==> config.mk <==
export PLATFORM = sky130hd
export DESIGN_NAME = instruction_fetch_unit
export DESIGN_NICKNAME = d
export VERILOG_FILES = /design/src/rtl/fetch_pkg.sv /design/src/rtl/fetch_buffer.sv /design/src/rtl/instruction_fetch_unit.sv
export SDC_FILE = /design/constraint.sdc
export NUM_CORES = 1
export LEC_CHECK = 0
export BUFFER_PORTS_ARGS = -buffer_cell sky130_fd_sc_hd__buf_4
export CORE_MARGIN = 2
export CORE_UTILIZATION = 30
export DETAILED_ROUTE_END_ITERATION = 10
export PLACE_DENSITY_LB_ADDON = 0.12
export SLEW_MARGIN = 20
export SYNTH_ARGS = -nofsm -noshare
export SYNTH_HDL_FRONTEND = slang
export SYNTH_SLANG_ARGS = --single-unit
==> constraint.sdc <==
create_clock -name Clk_i -period 7.1 [get_ports Clk_i]
set_input_delay 1.775 -clock Clk_i [delete_from_list [all_inputs] [get_ports Clk_i]]
set_output_delay 1.775 -clock Clk_i [all_outputs]
set_load 0.005 [all_outputs]
==> src/rtl/fetch_pkg.sv <==
// Shared definitions for the instruction fetch unit and its buffers.
//   NOP_INSTR            : instruction word shown when nothing is buffered
//   DEFAULT_RESET_VECTOR : default PC after reset
//   fetch_entry_t        : {instruction word, PC of that word}
//   cnt_width()          : width of a counter that must reach 0..depth
package fetch_pkg;

  localparam logic [31:0] NOP_INSTR            = 32'h0000_0013;
  localparam logic [31:0] DEFAULT_RESET_VECTOR = 32'h0000_0000;

  typedef struct packed {
    logic [31:0] instr;
    logic [31:0] pc;
  } fetch_entry_t;

  function automatic int cnt_width(input int depth);
    return $clog2(depth + 1);
  endfunction

endpackage

==> src/rtl/fetch_buffer.sv <==
// Synchronous FIFO of fetch_entry_t.
//   i_clk, i_rst_n : clock, async active-low reset
//   i_push/i_push_data : write an entry (honoured when not full, or when full
//                        with a simultaneous pop)
//   i_pop          : drop the head entry (ignored when empty)
//   i_flush        : empty the FIFO; overrides push and pop
//   o_count        : number of valid entries
//   o_head         : head entry (undefined when o_count == 0)
// DEPTH must be a power of two so the pointers wrap naturally.
module fetch_buffer
  import fetch_pkg::*;
#(
  parameter int DEPTH = 2
) (
  input  logic                          i_clk,
  input  logic                          i_rst_n,
  input  logic                          i_push,
  input  fetch_entry_t                  i_push_data,
  input  logic                          i_pop,
  input  logic                          i_flush,
  output logic [cnt_width(DEPTH)-1:0]   o_count,
  output fetch_entry_t                  o_head
);

  localparam int PTR_W = (DEPTH > 1) ? $clog2(DEPTH) : 1;
  localparam int CNT_W = cnt_width(DEPTH);

  fetch_entry_t     r_mem [DEPTH];
  logic [PTR_W-1:0] r_wr_ptr;
  logic [PTR_W-1:0] r_rd_ptr;
  logic [CNT_W-1:0] r_count;
  logic             w_do_push;
  logic             w_do_pop;
  logic             w_full;

  assign w_full    = (r_count == CNT_W'(DEPTH));
  assign w_do_pop  = i_pop && (r_count != '0) && !i_flush;
  assign w_do_push = i_push && (!w_full || w_do_pop) && !i_flush;

  always_ff @(posedge i_clk) begin
    if (w_do_push) begin
      r_mem[r_wr_ptr] <= i_push_data;
    end
  end

  always_ff @(posedge i_clk or negedge i_rst_n) begin
    if (!i_rst_n) begin
      r_wr_ptr <= '0;
      r_rd_ptr <= '0;
      r_count  <= '0;
    end else if (i_flush) begin
      r_wr_ptr <= '0;
      r_rd_ptr <= '0;
      r_count  <= '0;
    end else begin
      if (w_do_push) begin
        r_wr_ptr <= r_wr_ptr + PTR_W'(1);
      end
      if (w_do_pop) begin
        r_rd_ptr <= r_rd_ptr + PTR_W'(1);
      end
      case ({w_do_push, w_do_pop})
        2'b10:   r_count <= r_count + CNT_W'(1);
        2'b01:   r_count <= r_count - CNT_W'(1);
        default: r_count <= r_count;
      endcase
    end
  end

  assign o_count = r_count;
  assign o_head  = r_mem[r_rd_ptr];

endmodule

==> src/rtl/instruction_fetch_unit.sv <==
// Instruction fetch unit: owns the PC, issues in-order word requests over a
// req/gnt/rvalid memory interface, buffers returned words and hands them to
// decode with a valid/ready handshake. Redirects flush the buffer and drop
// responses still in flight.
//   Clk_i, Reset_ni              : clock, async active-low reset
//   Imem_Req_o, Imem_Addr_o      : request valid / word address
//   Imem_Gnt_i                   : request accepted
//   Imem_Rvalid_i, Imem_Rdata_i  : in-order response
//   Redirect_i, Redirect_Pc_i    : branch/jump redirect and target
//   Valid_o, Ready_i             : decode handshake
//   Instruction_o, Pc_o          : head instruction and its PC
module instruction_fetch_unit
  import fetch_pkg::*;
#(
  parameter logic [31:0] RESET_VECTOR = DEFAULT_RESET_VECTOR,
  parameter int          FIFO_DEPTH   = 2
) (
  input  logic        Clk_i,
  input  logic        Reset_ni,
  output logic        Imem_Req_o,
  output logic [31:0] Imem_Addr_o,
  input  logic        Imem_Gnt_i,
  input  logic        Imem_Rvalid_i,
  input  logic [31:0] Imem_Rdata_i,
  input  logic        Redirect_i,
  input  logic [31:0] Redirect_Pc_i,
  output logic        Valid_o,
  input  logic        Ready_i,
  output logic [31:0] Instruction_o,
  output logic [31:0] Pc_o
);

  localparam int CNT_W = cnt_width(FIFO_DEPTH);

  logic [31:0]      r_pc;
  logic [31:0]      r_pc_hold;
  logic [CNT_W-1:0] r_outstanding;
  logic [CNT_W-1:0] r_drop_cnt;

  logic [CNT_W-1:0] w_buf_count;
  logic [CNT_W-1:0] w_tag_count;
  logic [CNT_W:0]   w_inflight;
  fetch_entry_t     w_tag_head;
  fetch_entry_t     w_buf_head;
  fetch_entry_t     w_tag_push_data;
  fetch_entry_t     w_buf_push_data;
  logic             w_req;
  logic             w_grant;
  logic             w_drop;
  logic             w_accept;
  logic             w_pop;
  logic             w_unused_tag_instr;

  // Credit rule: buffered plus in-flight never exceeds the buffer depth, so
  // every response has a slot waiting. Reset gates the request so it drops
  // the moment reset asserts.
  assign w_inflight = {1'b0, w_buf_count} + {1'b0, r_outstanding};
  assign w_req      = (w_inflight < (CNT_W+1)'(FIFO_DEPTH)) && !Redirect_i && Reset_ni;
  assign w_grant    = w_req && Imem_Gnt_i;

  // Responses owed to requests issued before the last redirect are dropped.
  assign w_drop   = Imem_Rvalid_i && (r_drop_cnt != '0);
  assign w_accept = Imem_Rvalid_i && (r_drop_cnt == '0) && !Redirect_i;

  assign Valid_o = (w_buf_count != '0);
  assign w_pop   = Valid_o && Ready_i && !Redirect_i;

  // Tag FIFO only needs the PC; the instruction field is a fixed filler.
  assign w_tag_push_data.instr = NOP_INSTR;
  assign w_tag_push_data.pc    = r_pc;
  assign w_unused_tag_instr    = ^w_tag_head.instr;

  assign w_buf_push_data.instr = Imem_Rdata_i;
  assign w_buf_push_data.pc    = w_tag_head.pc;

  fetch_buffer #(
    .DEPTH (FIFO_DEPTH)
  ) u_tag_fifo (
    .i_clk       (Clk_i),
    .i_rst_n     (Reset_ni),
    .i_push      (w_grant),
    .i_push_data (w_tag_push_data),
    .i_pop       (w_accept),
    .i_flush     (Redirect_i),
    .o_count     (w_tag_count),
    .o_head      (w_tag_head)
  );

  fetch_buffer #(
    .DEPTH (FIFO_DEPTH)
  ) u_instr_buf (
    .i_clk       (Clk_i),
    .i_rst_n     (Reset_ni),
    .i_push      (w_accept),
    .i_push_data (w_buf_push_data),
    .i_pop       (w_pop),
    .i_flush     (Redirect_i),
    .o_count     (w_buf_count),
    .o_head      (w_buf_head)
  );

  always_ff @(posedge Clk_i or negedge Reset_ni) begin
    if (!Reset_ni) begin
      r_pc          <= RESET_VECTOR;
      r_pc_hold     <= '0;
      r_outstanding <= '0;
      r_drop_cnt    <= '0;
    end else begin
      // Remembers the last head PC so Pc_o holds steady once the buffer empties.
      if (Valid_o) begin
        r_pc_hold <= w_buf_head.pc;
      end

      case ({w_grant, Imem_Rvalid_i})
        2'b10:   r_outstanding <= r_outstanding + CNT_W'(1);
        2'b01:   r_outstanding <= r_outstanding - CNT_W'(1);
        default: r_outstanding <= r_outstanding;
      endcase

      if (Redirect_i) begin
        r_pc       <= {Redirect_Pc_i[31:2], 2'b00};
        r_drop_cnt <= r_outstanding - CNT_W'(Imem_Rvalid_i);
      end else begin
        if (w_grant) begin
          r_pc <= r_pc + 32'd4;
        end
        if (w_drop) begin
          r_drop_cnt <= r_drop_cnt - CNT_W'(1);
        end
      end
    end
  end

  assign Imem_Req_o    = w_req;
  assign Imem_Addr_o   = r_pc;
  assign Instruction_o = Valid_o ? w_buf_head.instr : NOP_INSTR;
  assign Pc_o          = Valid_o ? w_buf_head.pc    : r_pc_hold;

  always_ff @(posedge Clk_i) begin
    if (Reset_ni) begin
      assert (r_outstanding <= CNT_W'(FIFO_DEPTH));
      assert (w_inflight <= (CNT_W+1)'(FIFO_DEPTH));
      assert (!(Imem_Rvalid_i && (r_outstanding == '0)));
      assert (w_tag_count <= r_outstanding);
    end
  end

endmodule

Word level (Yosys, flattened, before mapping). Memories as Yosys holds them, arrays and structs flattened. Index checks and enable logic that the tools add are counted.

Word-level logic and storage cells: 92. Memories: 2. RAM bits: 192. Flip-flop bits (word level): 76. Input bits: 70. Output and inout port bits: 98.

Memories: u_instr_buf.r_mem (words 2, bits a word 64, rd ports 1, clocked after memory_dff 0, wr ports 1, RTL line fetch_buffer.sv:28) `fetch_entry_t r_mem [DEPTH];`; u_tag_fifo.r_mem (words 2, bits a word 32, rd ports 1, clocked after memory_dff 0, wr ports 1, RTL line fetch_buffer.sv:28).

Multiplexer cells: 23. Equality and inequality tests: 8. Order comparisons: 1. Reductions and logical operators: 34. Add/sub/neg operators: 14.

Operator list (count): 32-bit two-way mux (4); 32-bit by 3-bit adder with 32-bit output (second input constant) (1); 2-bit nonzero test (10); 1-bit logical AND (16); 1-bit two-way mux (12); 2-bit one-hot mux with 2 select lines (3); 2-bit equality test (second input constant) (5); 2-bit two-way mux (4); 2-bit by 1-bit subtractor with 2-bit output (second input constant) (4); 2-bit by 1-bit adder with 2-bit output (second input constant) (3); 2-bit by 1-bit equality test with 1-bit output (second input constant) (3); 3-bit nonzero test (2); 1-bit adder (second input constant) (4); 2-bit by 2-bit adder with 3-bit output (1); 1-bit zero test (3); 3-bit by 2-bit less-than comparator with 1-bit output (second input constant) (1); 2-bit zero test (1); 1-bit logical OR (2); 2-bit by 1-bit subtractor with 2-bit output (1).

Depth between registers and ports, before layout.
Depth in word-level cells: 11. Gate-level depth with buffers: 12. Depth with buffers taken out: 9.

By module. A second synthesis with hierarchy kept.

Cells, all modules: 792. Area total of the unflattened synthesis: 13340.3 um2.

By module, submodules not included: fetch_buffer (area each 4887.2 um2, cells an instance 224, times used 2, sequential area each 3943.8 um2); instruction_fetch_unit (area each 3565.9 um2, cells an instance 344, times used 1, sequential area each 1651.6 um2).

Worst setup path before layout. No wires, ideal clock.

Kind: input-to-reg. From: input Imem_Rvalid_i. To: memory u_instr_buf.r_mem[1][10] (netlist bit), enable pin. Arrival time: 6805 ps. Cell stages on the path: 4. Setup time: 571 ps. Slack: -276 ps. Data required time: 6529 ps. Buffers on the path: 1. Cell sequence: and2_1 -> clkbuf_1 -> o31ai_1 -> nor3b_1.

Word-level cells in the longest chain between the ends: 6.

Ends and longest elaborated chain: from (decl) (RTL line instruction_fetch_unit.sv:23) `input logic Imem_Rvalid_i,`; 1-bit logical AND (2 in series) (RTL line instruction_fetch_unit.sv:63) `assign w_accept = Imem_Rvalid_i && (r_drop_cnt == '0) && !Redirect_i;`; 1-bit logical AND (2 in series) (RTL line fetch_buffer.sv:38) `assign w_do_push = i_push && (!w_full || w_do_pop) && !i_flush;`; 1-bit two-way mux (RTL line fetch_buffer.sv:41) `if (w_do_push) begin`; 1-bit two-way mux (implied by the code) (RTL line fetch_buffer.sv:42) `r_mem[r_wr_ptr] <= i_push_data;`; to (decl) (RTL line fetch_buffer.sv:28).

No other way between the ends.

Worst setup path after layout.
From: register u_instr_buf.r_count[0] (netlist: u_instr_buf.o_count[0]). To: output Pc_o[14].

Word-level cells in the longest chain between the ends: 2.

Ends and longest elaborated chain: from (decl) (RTL line fetch_buffer.sv:31) `logic [CNT_W-1:0] r_count;`; from (signal assigned) (RTL line fetch_buffer.sv:63) `2'b10: r_count <= r_count + CNT_W'(1);`; from (signal assigned) (RTL line fetch_buffer.sv:64) `2'b01: r_count <= r_count - CNT_W'(1);`; from (signal assigned) (RTL line fetch_buffer.sv:65) `default: r_count <= r_count;`; 2-bit nonzero test (RTL line instruction_fetch_unit.sv:65) `assign Valid_o = (w_buf_count != '0);`; 32-bit two-way mux (RTL line instruction_fetch_unit.sv:137) `assign Pc_o = Valid_o ? w_buf_head.pc : r_pc_hold;`; to (decl) (RTL line instruction_fetch_unit.sv:30) `output logic [31:0] Pc_o`.

No other way between the ends.

==> impl_metrics.yaml <==
floorplan:
  io_pins: 168
  core_area_um2: 34300
  die_area_um2: 36000
  row_count: 68
  die_x_um: 190
  start_util: 0.302
  die-height_um: 190
sta:
  final-setup-viol-count: 0
  fmax_mhz: 216
  rsz0062_at_grt: "false"
  fin_skew_ns: 0.0165
  period_share: 0.651
  fin_ws_ns: 2.48
  fin_setup_tns_ns: 0
  finalMaxSlewViolations: 0
  whs_ns: 0.489
  hold_viol: 0
  tightestPinTransition_ns: 0.914
  min_period_ns: 4.62
  slew_headroom: 0.391
clock_tree:
  cts_num_sinks: 258
  cts_hold_buf: 0
  cts_buffer_depth: 3
  h-tree-depth: 1
  postCtsSetupBuffers: 0
  clock_latency_ns: 0.55
  cts_root_buf: "clkbuf_16"
  cts_tree: "yes"
  cts_resized: 0
  cts_buffers: 29
  path_clk_slew_ns: 0.06
logic_synthesis:
  yosysWarnings: 0
  ys_seq_area_frac: 0.712
  netlist_area_um2: 10400
  async_flop_share: 0.287
  syn_avg_cell_area_um2: 14.5
  synth_cell_types: 57
  synth_cells: 717
  synth_top_area_share: 0.533
  synth_ff_type: "edfxtp_1"
  ys_ff_latch: 258
  yosys.area.top_type: "edfxtp_1"
  synth_area_leaders: "edfxtp_1 53%, dfrtp_1 18%, mux2i_1 6.5%, mux2_2 3.3%, nand2_1 2.5%"
  synth_edf_count: 184
grt:
  grt_pass1_wl_mm: 38.4
  grt_pass1_vias: 6392
  met3_usage: 0.0262
  use_met2: 0.225
  grt_usage: 0.138
  grt_max_degree: 59
  grt_antenna_before_repair: 0
  grt_use_met1: 0.188
  grt_remaining_overflow: 0
  top_usage_layer: "met2"
flow_run:
  maxCapViolCount: 0
place:
  place_ws_ns: 2.23
  dp_hpwl_mm: 15.9
  gp_congestion: 0.733
  place_area_um2: 12100
  port_buffers: 163
  place_inst: 1310
power:
  peakVddDrop_mv: 0.184
  p_sw_frac: 0.257
  p_leak_nw: 4.85
  power.net_switching_mw: 1.06
  p_seq_frac: 0.470
  powerDensity_nw_per_um2: 315
  internal_power_mw: 3.05
  comb_power_share: 0.168
  clock_power_share: 0.362
routing:
  drt-total-wl_mm: 25.0
  firstDrtPassIters: 5
  wl_per_cell_um: 18.4
  vias_per_cell: 4.67
  drtIter0Drc: 319
  vias: 6364
  drt.antenna.violating_nets: 0
  route.detailed.drc: 0
layout:
  final_cell_area_um2: 13000
  diodes: 0
  final_cells: 1363
  drive_gt1_frac: 0.285
  nFillCells: 3290
  layout.nets: 961
  area_delta_synth_final_pct: 25.9
critical_path:
  arrival_ns: 2.84
  cp-start-kind: "flip-flop"
  crit_required_ns: 5.33
  path_max_fanout: 54
  critical_path_class: "flip-flop to output port"
  critPathCaptureType: "output port"
min_path:
  min-delay-path-class: "flip-flop to flip-flop"
run_status:
  status: "finished clean"
[metrics by stage]
step	util	total power, mW
6_report	0.380	4.11
5_1_grt	0.380	4.34
4_1_cts	0.380	4.19
3_5_place_dp	0.353	2.67
3_3_place_gp	0.353	2.67
2_1_floorplan	-	2.28
[worst paths after layout]
path	slack, ns	to	startpoint	cells past startpoint
min	0.49	r_pc_hold[0]	r_pc_hold[0]	1
min reg2reg	0.49	r_pc_hold[0]	r_pc_hold[0]	1
max reg2reg	3.41	u_tag_fifo.r_mem[1][22]	u_instr_buf.o_count[0]	7
max in group asynchronous	4.84	u_instr_buf.r_rd_ptr	Reset_ni	2
min in group asynchronous	1.17	r_pc_hold[4]	Reset_ni	1
max	2.48	Pc_o[14]	u_instr_buf.o_count[0]	4
[synth_stat cells (all sizes together) (8+ instances only)]
library cell / instances
o21ai: 51
clkbuf: 22
dfrtp: 74
mux2: 30
o311ai: 11
nor2: 55
edfxtp: 184
nand2: 71
a21oi: 8
buf: 15
mux2i: 67
nand3: 18
o211ai: 9
inv: 10
nand4: 12
nor3: 11
[critical path, stage by stage, from the launching register on]
cell and delay [ns]:
dfrtp_1 0.46, nor2_4 0.72, buf_4 0.63, o21ai_0 0.26, buf_4 0.20
[kinds of logic (layout without fill, tap and decap cells)]
kind of cell,after synthesis,in the layout,synth area share
AO/OA/AOI/OAI,104,104,0.0638
multiplexers,97,97,0.0973
buffers and inverters,47,237,0.0211
XOR/XNOR,9,9,0.00761
adder cells (fa/ha/maj),5,5,0.00676
other,1,2,0.000362
AND/OR/NAND/NOR,196,196,0.0911
flip-flops,258,258,0.712
[power by group through the flow]
stage                     sequential (mW)  combinational [mW]  clock, mW
after floorplan                      1.92               0.351          0
after global placement               1.96               0.706          0
after detailed placement             1.97               0.710          0
after CTS                            1.93               0.712       1.55
after global routing                 1.96               0.773       1.61
final                                1.93               0.690       1.49
[state kept, by name, summed over array words and instances (netlist names)]
name	flops
u_instr_buf.r_mem	124
r_drop_cnt	2
u_instr_buf.r_rd_ptr	1
u_tag_fifo.r_mem	60
r_pc_hold	32
Imem_Addr_o	30
u_instr_buf.r_wr_ptr	1
u_instr_buf.o_count	2
u_tag_fifo.o_count	2
u_tag_fifo.r_rd_ptr	1
u_tag_fifo.r_wr_ptr	1
r_outstanding	2
[area by class of cell]
class / count / area, um^2 / area share
Inverter: 10 / 37.5 / 0.00288
Tap cell: 455 / 569 / 0.0436
Timing Repair Buffer: 174 / 1310 / 0.100
Clock buffer: 37 / 776 / 0.0595
Sequential cell: 258 / 7380 / 0.566
Multi-Input combinational cell: 413 / 2800 / 0.214
Clock inverter: 16 / 178 / 0.0136
[metal layers]
layer,share of wire,wire length (um)
met5,0,0
met4,0.019,484
met3,0.052,1290
met2,0.48,12000
met1,0.45,11300
[cell usage in the layout, fill, tap and decap left out, drive strengths merged, types with 3 or more instances in the layout]
| master | netlist | routed |
|---|---|---|
| xor2 | 5 | 5 |
| and3 | 5 | 5 |
| nor2 | 55 | 55 |
| inv | 10 | 11 |
| nand4 | 12 | 12 |
| ha | 4 | 4 |
| a21oi | 8 | 8 |
| dfrtp | 74 | 74 |
| a31oi | 4 | 4 |
| and2 | 6 | 6 |
| nand2 | 71 | 71 |
| nor3 | 11 | 11 |
| clkinv | 0 | 11 |
| edfxtp | 184 | 184 |
| o21ai | 51 | 51 |
| or3 | 3 | 3 |
| o211ai | 9 | 9 |
| buf | 15 | 174 |
| mux2i | 67 | 67 |
| xnor2 | 4 | 4 |
| bufinv | 0 | 4 |
| o311ai | 11 | 11 |
| clkbuf | 22 | 37 |
| a22oi | 4 | 4 |
| mux2 | 30 | 30 |
| nor4 | 5 | 5 |
| nand3 | 18 | 18 |
Power figures use the tool's default switching activity.
